## config.mk

```make
export PLATFORM = sky130hd
export DESIGN_NAME = psg_wave_fetch_flat
export DESIGN_NICKNAME = d
export VERILOG_FILES = /design/src/rtl/psg_wave_fetch_pkg.sv /design/src/rtl/psg_wave_fetch_if.sv /design/src/rtl/psg_wave_fetch_timeout.sv /design/src/rtl/psg_wave_fetch.sv /design/src/flat_wrapper.sv
export SDC_FILE = /design/constraint.sdc
export NUM_CORES = 1
export LEC_CHECK = 0
export ABC_AREA = 1
export CORE_MARGIN = 10
export CORE_UTILIZATION = 39
export CTS_CLUSTER_SIZE = 10
export DETAILED_ROUTE_END_ITERATION = 8
export PLACE_DENSITY = 0.86
export SLEW_MARGIN = 20
export SYNTH_ARGS = -nofsm -noshare
export SYNTH_HDL_FRONTEND = slang
export SYNTH_SLANG_ARGS = --single-unit
```

## constraint.sdc

```tcl
create_clock -name clk -period 3.23 [get_ports clk]
set_clock_uncertainty 0.05 [all_clocks]
set_input_delay 0.969 -clock clk [delete_from_list [all_inputs] [get_ports clk]]
set_output_delay 0.969 -clock clk [all_outputs]
set_load 0.05 [all_outputs]
```

## src/rtl/psg_wave_fetch_pkg.sv

```systemverilog
// Shared types and constants for the PSG wave-fetch bus engine.
package psg_pkg;

  localparam int PSG_NCH = 8;

  typedef enum logic [1:0] {ARB, GRANT, BUS, DONE} psg_fetch_state_t;

  function automatic logic [PSG_NCH-1:0] psg_ch_onehot(input logic [2:0] ch);
    return PSG_NCH'(1) << ch;
  endfunction

endpackage

```

## src/rtl/psg_wave_fetch_if.sv

```systemverilog
// System-bus read channel between the wave-fetch master and its slave.
interface psg_wave_fetch_if #(
  parameter int AW = 24,
  parameter int DW = 16
);
  logic          cyc_o;
  logic          stb_o;
  logic          we_o;
  logic [AW-1:0] adr_o;
  logic          ack_i;
  logic [DW-1:0] dat_i;

  modport master (output cyc_o, stb_o, we_o, adr_o, input ack_i, dat_i);
  modport slave  (input cyc_o, stb_o, we_o, adr_o, output ack_i, dat_i);
endinterface

```

## src/rtl/psg_wave_fetch_timeout.sv

```systemverilog
// Bus-cycle watchdog: counts BUS clocks without ack, flags expiry on the last one.
module psg_bus_timeout #(
  parameter int TO_CYCLES = 255
) (
  input  logic clk,
  input  logic rst_n,
  input  logic start,
  input  logic run,
  output logic expired
);
  localparam int CW = $clog2(TO_CYCLES + 1);

  logic [CW-1:0] cnt_reg;

  // Expiry is combinational so the FSM leaves BUS on the TO_CYCLES-th idle clock.
  assign expired = run && (cnt_reg == CW'(TO_CYCLES - 1));

  always_ff @(posedge clk or negedge rst_n) begin
    if (!rst_n) begin
      cnt_reg <= '0;
    end else if (start) begin
      cnt_reg <= '0;
    end else if (run && !expired) begin
      cnt_reg <= cnt_reg + CW'(1);
    end
  end
endmodule

```

## src/rtl/psg_wave_fetch.sv

```systemverilog
// PSG wave-table fetch: runs one bus read per arbiter grant and strobes rdy_o per channel.
// Optional bus watchdog enabled by defining PSG_FETCH_TIMEOUT_EN.
module psg_wave_fetch
  import psg_pkg::*;
#(
  parameter int AW        = 24,
  parameter int DW        = 16,
  parameter int TO_CYCLES = 255
) (
  input  logic                   clk,
  input  logic                   rst_n,
  input  logic                   ce,
  input  logic [PSG_NCH-1:0]     sel,
  input  logic [2:0]             seln,
  input  logic [PSG_NCH-1:0]     req,
  input  logic [PSG_NCH*AW-1:0]  adr_i,
  output logic                   arb_ack_o,
  psg_wave_fetch_if.master       bus,
  output logic [DW-1:0]          dat_o,
  output logic [PSG_NCH-1:0]     rdy_o,
  output logic                   err_o
);
  psg_fetch_state_t state_reg, state_next;
  logic [2:0]       ch_reg;
  logic [AW-1:0]    adr_reg;
  logic [DW-1:0]    dat_reg;
  logic             err_reg;
  logic [AW-1:0]    ch_adr [PSG_NCH];
  logic             start;
  logic             expired;

  for (genvar gi = 0; gi < PSG_NCH; gi++) begin : g_ch_adr
    assign ch_adr[gi] = adr_i[gi*AW +: AW];
  end

  // A held grant whose owner has stopped requesting must not start a cycle.
  assign start = (state_reg == GRANT) && (|sel) && sel[seln] && req[seln];

`ifdef PSG_FETCH_TIMEOUT_EN
  psg_bus_timeout #(.TO_CYCLES(TO_CYCLES)) u_timeout (
    .clk     (clk),
    .rst_n   (rst_n),
    .start   (start),
    .run     ((state_reg == BUS) && !bus.ack_i),
    .expired (expired)
  );
`else
  assign expired = 1'b0;
`endif

  always_comb begin
    state_next = state_reg;
    case (state_reg)
      ARB:     if (ce) state_next = GRANT;
      GRANT:   state_next = start ? BUS : ARB;
      BUS: begin
        if (bus.ack_i)    state_next = DONE;
        else if (expired) state_next = ARB;
      end
      DONE:    state_next = ARB;
      default: state_next = ARB;
    endcase
  end

  always_ff @(posedge clk or negedge rst_n) begin
    if (!rst_n) begin
      state_reg <= ARB;
      ch_reg    <= '0;
      adr_reg   <= '0;
      dat_reg   <= '0;
      err_reg   <= 1'b0;
    end else begin
      state_reg <= state_next;
      err_reg   <= (state_reg == BUS) && !bus.ack_i && expired;
      if (start) begin
        ch_reg  <= seln;
        adr_reg <= ch_adr[seln];
      end
      if ((state_reg == BUS) && bus.ack_i) dat_reg <= bus.dat_i;
    end
  end

  // cyc/stb follow the BUS state so an async reset abandons the cycle at once.
  assign arb_ack_o = (state_reg == ARB);
  assign bus.cyc_o = (state_reg == BUS);
  assign bus.stb_o = (state_reg == BUS);
  assign bus.we_o  = 1'b0;
  assign bus.adr_o = adr_reg;
  assign dat_o     = dat_reg;
  assign rdy_o     = (state_reg == DONE) ? psg_ch_onehot(ch_reg) : '0;
  assign err_o     = err_reg;
endmodule

```

## src/flat_wrapper.sv

```systemverilog
// flat-port wrapper written by rule: the top's interface ports become plain ports
module psg_wave_fetch_flat import psg_pkg::*;
#(
  parameter int AW        = 24,
  parameter int DW        = 16,
  parameter int TO_CYCLES = 255
)
  (clk, rst_n, ce, sel, seln, req, adr_i, arb_ack_o, dat_o, rdy_o, err_o, bus_cyc_o, bus_stb_o, bus_we_o, bus_adr_o, bus_ack_i, bus_dat_i);
  psg_wave_fetch_if #(.AW(AW), .DW(DW)) bus_i ();
  input  logic clk;
  input  logic rst_n;
  input  logic ce;
  input  logic [PSG_NCH-1:0] sel;
  input  logic [2:0] seln;
  input  logic [PSG_NCH-1:0] req;
  input  logic [PSG_NCH*AW-1:0] adr_i;
  output logic arb_ack_o;
  output logic [DW-1:0] dat_o;
  output logic [PSG_NCH-1:0] rdy_o;
  output logic err_o;
  output wire logic [$bits(bus_i.cyc_o)-1:0] bus_cyc_o;
  output wire logic [$bits(bus_i.stb_o)-1:0] bus_stb_o;
  output wire logic [$bits(bus_i.we_o)-1:0] bus_we_o;
  output wire logic [$bits(bus_i.adr_o)-1:0] bus_adr_o;
  input wire logic [$bits(bus_i.ack_i)-1:0] bus_ack_i;
  input wire logic [$bits(bus_i.dat_i)-1:0] bus_dat_i;
  assign bus_cyc_o = bus_i.cyc_o;
  assign bus_stb_o = bus_i.stb_o;
  assign bus_we_o = bus_i.we_o;
  assign bus_adr_o = bus_i.adr_o;
  assign bus_i.ack_i = bus_ack_i;
  assign bus_i.dat_i = bus_dat_i;
  psg_wave_fetch #(.AW(AW), .DW(DW), .TO_CYCLES(TO_CYCLES)) u_core (.clk(clk), .rst_n(rst_n), .ce(ce), .sel(sel), .seln(seln), .req(req), .adr_i(adr_i), .arb_ack_o(arb_ack_o), .bus(bus_i), .dat_o(dat_o), .rdy_o(rdy_o), .err_o(err_o));
endmodule
```

==> run summary <==
outcome: complete, no violations
CTS buffer count: 5
Arr. time, crit path: 1.97 ns
Post-CTS Setup Inserts: 0
CTS Buffer Depth: 2
Pwr Total: 3900 uW
H-Tree Depth: 2
post-CTS resize count: 0
clock root buffer: clkbuf_8
TritonCTS Sinks: 45
nets@finish: 1247
Setup Viol. Count Final: 0
die area: 0.0153 mm2
Post-CTS Hold Fix Bufs: 0
worst slew pin tran: 0.959 ns
final WL: 17.7 mm
Largest register FFs: 24
post-layout min period: 2.99 ns
top cell type's share of synthesized area: 46.6%
global routing usage on met2: 38.6%
top cells by area, synth: nand2_1, dfrtp_1, nand3_1, inv_1, mux2_1
sequential fraction of the synthesis area: 26.8%
hold_sp: u_core.bus.adr_o[9]
dpl cell area: 0.00698 mm2
Wirelength per Cell: 15.4 um
Hold Fails Final Rpt: 0
Site Rows: 37
initial antenna violation count: 0
Max transition margin: 36.1%
met1 usage: 25.3%
fin crit share: 92.6%
CP Capture Type: primary output
worst path required time: 2.21 ns
met3 Usage GRT: 7.51%
Cell variety after synth: 24
Iter 0 DRT Violations: 376
Core Region: 0.0104 mm2
area delta synth->final: 69.1%
number of antenna diodes: 0
RSZ-0062 raised after global routing: no
max-slew violations: 0
CP startpoint kind: flop
FF-to-FF setup slack: 1.55 ns
Worst VDD drop: 542 uV
largest net degree at the start of global routing: 101
PortBufs: 281
Crit Path Max Fanout: 6
top-level port count: 284
Seq cells post-synth: 45
TritonCTS clock tree: done
Setup CP Type: reg -> out
fmax: 335 MHz
gr usage total: 22.0%
Remaining DRCs: 0
max incr delay on CP: 0.83 ns
non-filler cells, final: 1153
worst r2r src: u_core.state_reg[0]
Clock Pin Slew Worst Setup and Hold Paths: 0.08 ns
Fillers: 938
Synth Instances: 766
Die Wd: 124 um
routed vias: 5381
antenna viol nets, final: 0
Synth Warn #: 0
grt total ovfl: 0
Leakage: 0.00379 uW
Hold Crit Depth: 2
critical path's top delay family: buffers and inverters
Inst Count DP: 1145
initial cell density of the core: 40.3%
Vias per Instance: 4.67
post-layout util: 68.2%
Finished Cell Area: 0.00710 mm2
pwr dens: 549 mW/mm2
worst r2r dst: u_core.bus.adr_o[13]
gpl congestion: 0.852
min-delay worst type: reg -> reg
Synth area leader: nand2_1
worst-skew pair later-pin latency: 0.31 ns
area of the multi-input gates: 0.00259 mm2
GRT busiest layer: met2
register area: 0.00113 mm2
Hold EP: u_core.bus.adr_o[9]
CP Buf/Inv Count: 1
fraction of layout cells with a size suffix above 1: 3.74%
post-synthesis area per instance: 5.48 um2
Reg2Reg Depth: 6
Max-Cap Viols: 0
Post-DP HPWL: 14.8 mm
Post-Syn Area: 0.00420 mm2
first-pass GRT wire length: 27.2 mm
vias in the first global route: 5308
Setup TNS: 0 ns
DR pass1 iterations: 5
Worst path slowest cell: clkdlybuf4s50_1
Die Ht: 124 um
CP Cell Sequence: nand3b_1 -> nor2_1 -> clkdlybuf4s50_1
==> cell usage after synthesis, drive strengths merged <==
master	n
clkbuf	10
nand4	3
mux2	16
dfrtp	45
nand2	523
nor2	11
inv	56
conb	1
o21ai	1
buf	37
nand3b	1
a21oi	1
nand3	61
==> worst reg2reg max path, stage by stage, from the launching register on <==
cell     delay [ns]
dfrtp_1        0.48
inv_2          0.08
nor2_4         0.17
inv_1          0.10
a21oi_4        0.47
nand3_1        0.17
nand2_1        0.10
==> report_power, final <==
part,internal [uW],switching [uW],total [uW]
sequential,819,167,985
clock,251,193,445
combinational,926,1540,2470
total,2000,1900,3900
==> cells by family after synthesis <==
family                 count (synthesis)  share of synthesized area, %
other                                  1                        0.0893
and+or+nand+nor                      599                          56.6
DFF                                   45                          26.8
AOI/OAI and AO/OA                      2                         0.507
buffers and inverters                103                          11.7
muxes                                 16                          4.29
==> area by class of cell <==
type,instances,area share (%)
Sequential cell,45,15.9
Inverter,56,3.00
Tap cell,136,2.40
Multi-Input combinational cell,619,36.4
Timing Repair Buffer,289,40.6
Clock buffer,6,1.16
Clock inverter,2,0.529
==> cells in the final DEF, fill, tap and decap left out <==
cell type and instances:
clkbuf_8 6, mux2_1 9, nand3_4 1, buf_12 2, nor2_1 9, nand2_4 1
clkinvlp_4 1, inv_2 4, buf_2 2, nand4_1 3, buf_4 7, a21oi_4 1
o21ai_0 1, nor2_4 2, nand3b_1 1, mux2_2 7, nand2_2 1, conb_1 2
dfrtp_1 45, clkdlybuf4s50_1 278, nand2_1 521, nand3_2 1, inv_1 51, bufinv_16 1
inv_4 1, nand3_1 59
==> through the flow <==
step	hold WS (ns)	setup WS (ns)
global placement	0.413	0.572
CTS	0.443	0.233
floorplan	0.405	0.948
finish	0.445	0.241
global route	0.459	0.150
detailed placement	0.419	0.536
==> how the worst max path moves through the flow <==
stage,cells after the start,end,start,slack [ns]
detailed placement,8,u_core.bus.adr_o[1],seln[1],0.54
CTS,3,rdy_o[2],u_core.state_reg[0],0.23
floorplan,2,rdy_o[4],u_core.state_reg[0],0.95
finish,3,rdy_o[2],u_core.state_reg[0],0.24
global route,3,rdy_o[2],u_core.state_reg[0],0.15
global placement,8,u_core.bus.adr_o[1],seln[1],0.57
==> layer usage <==
metal  up-vias  part of all wire, %
li1       2790                    -
met1      2357                   38
met2       218                   49
met3        16                   11
met4         0                  1.5
met5         -                    0
(Power assumes the default switching activity.)
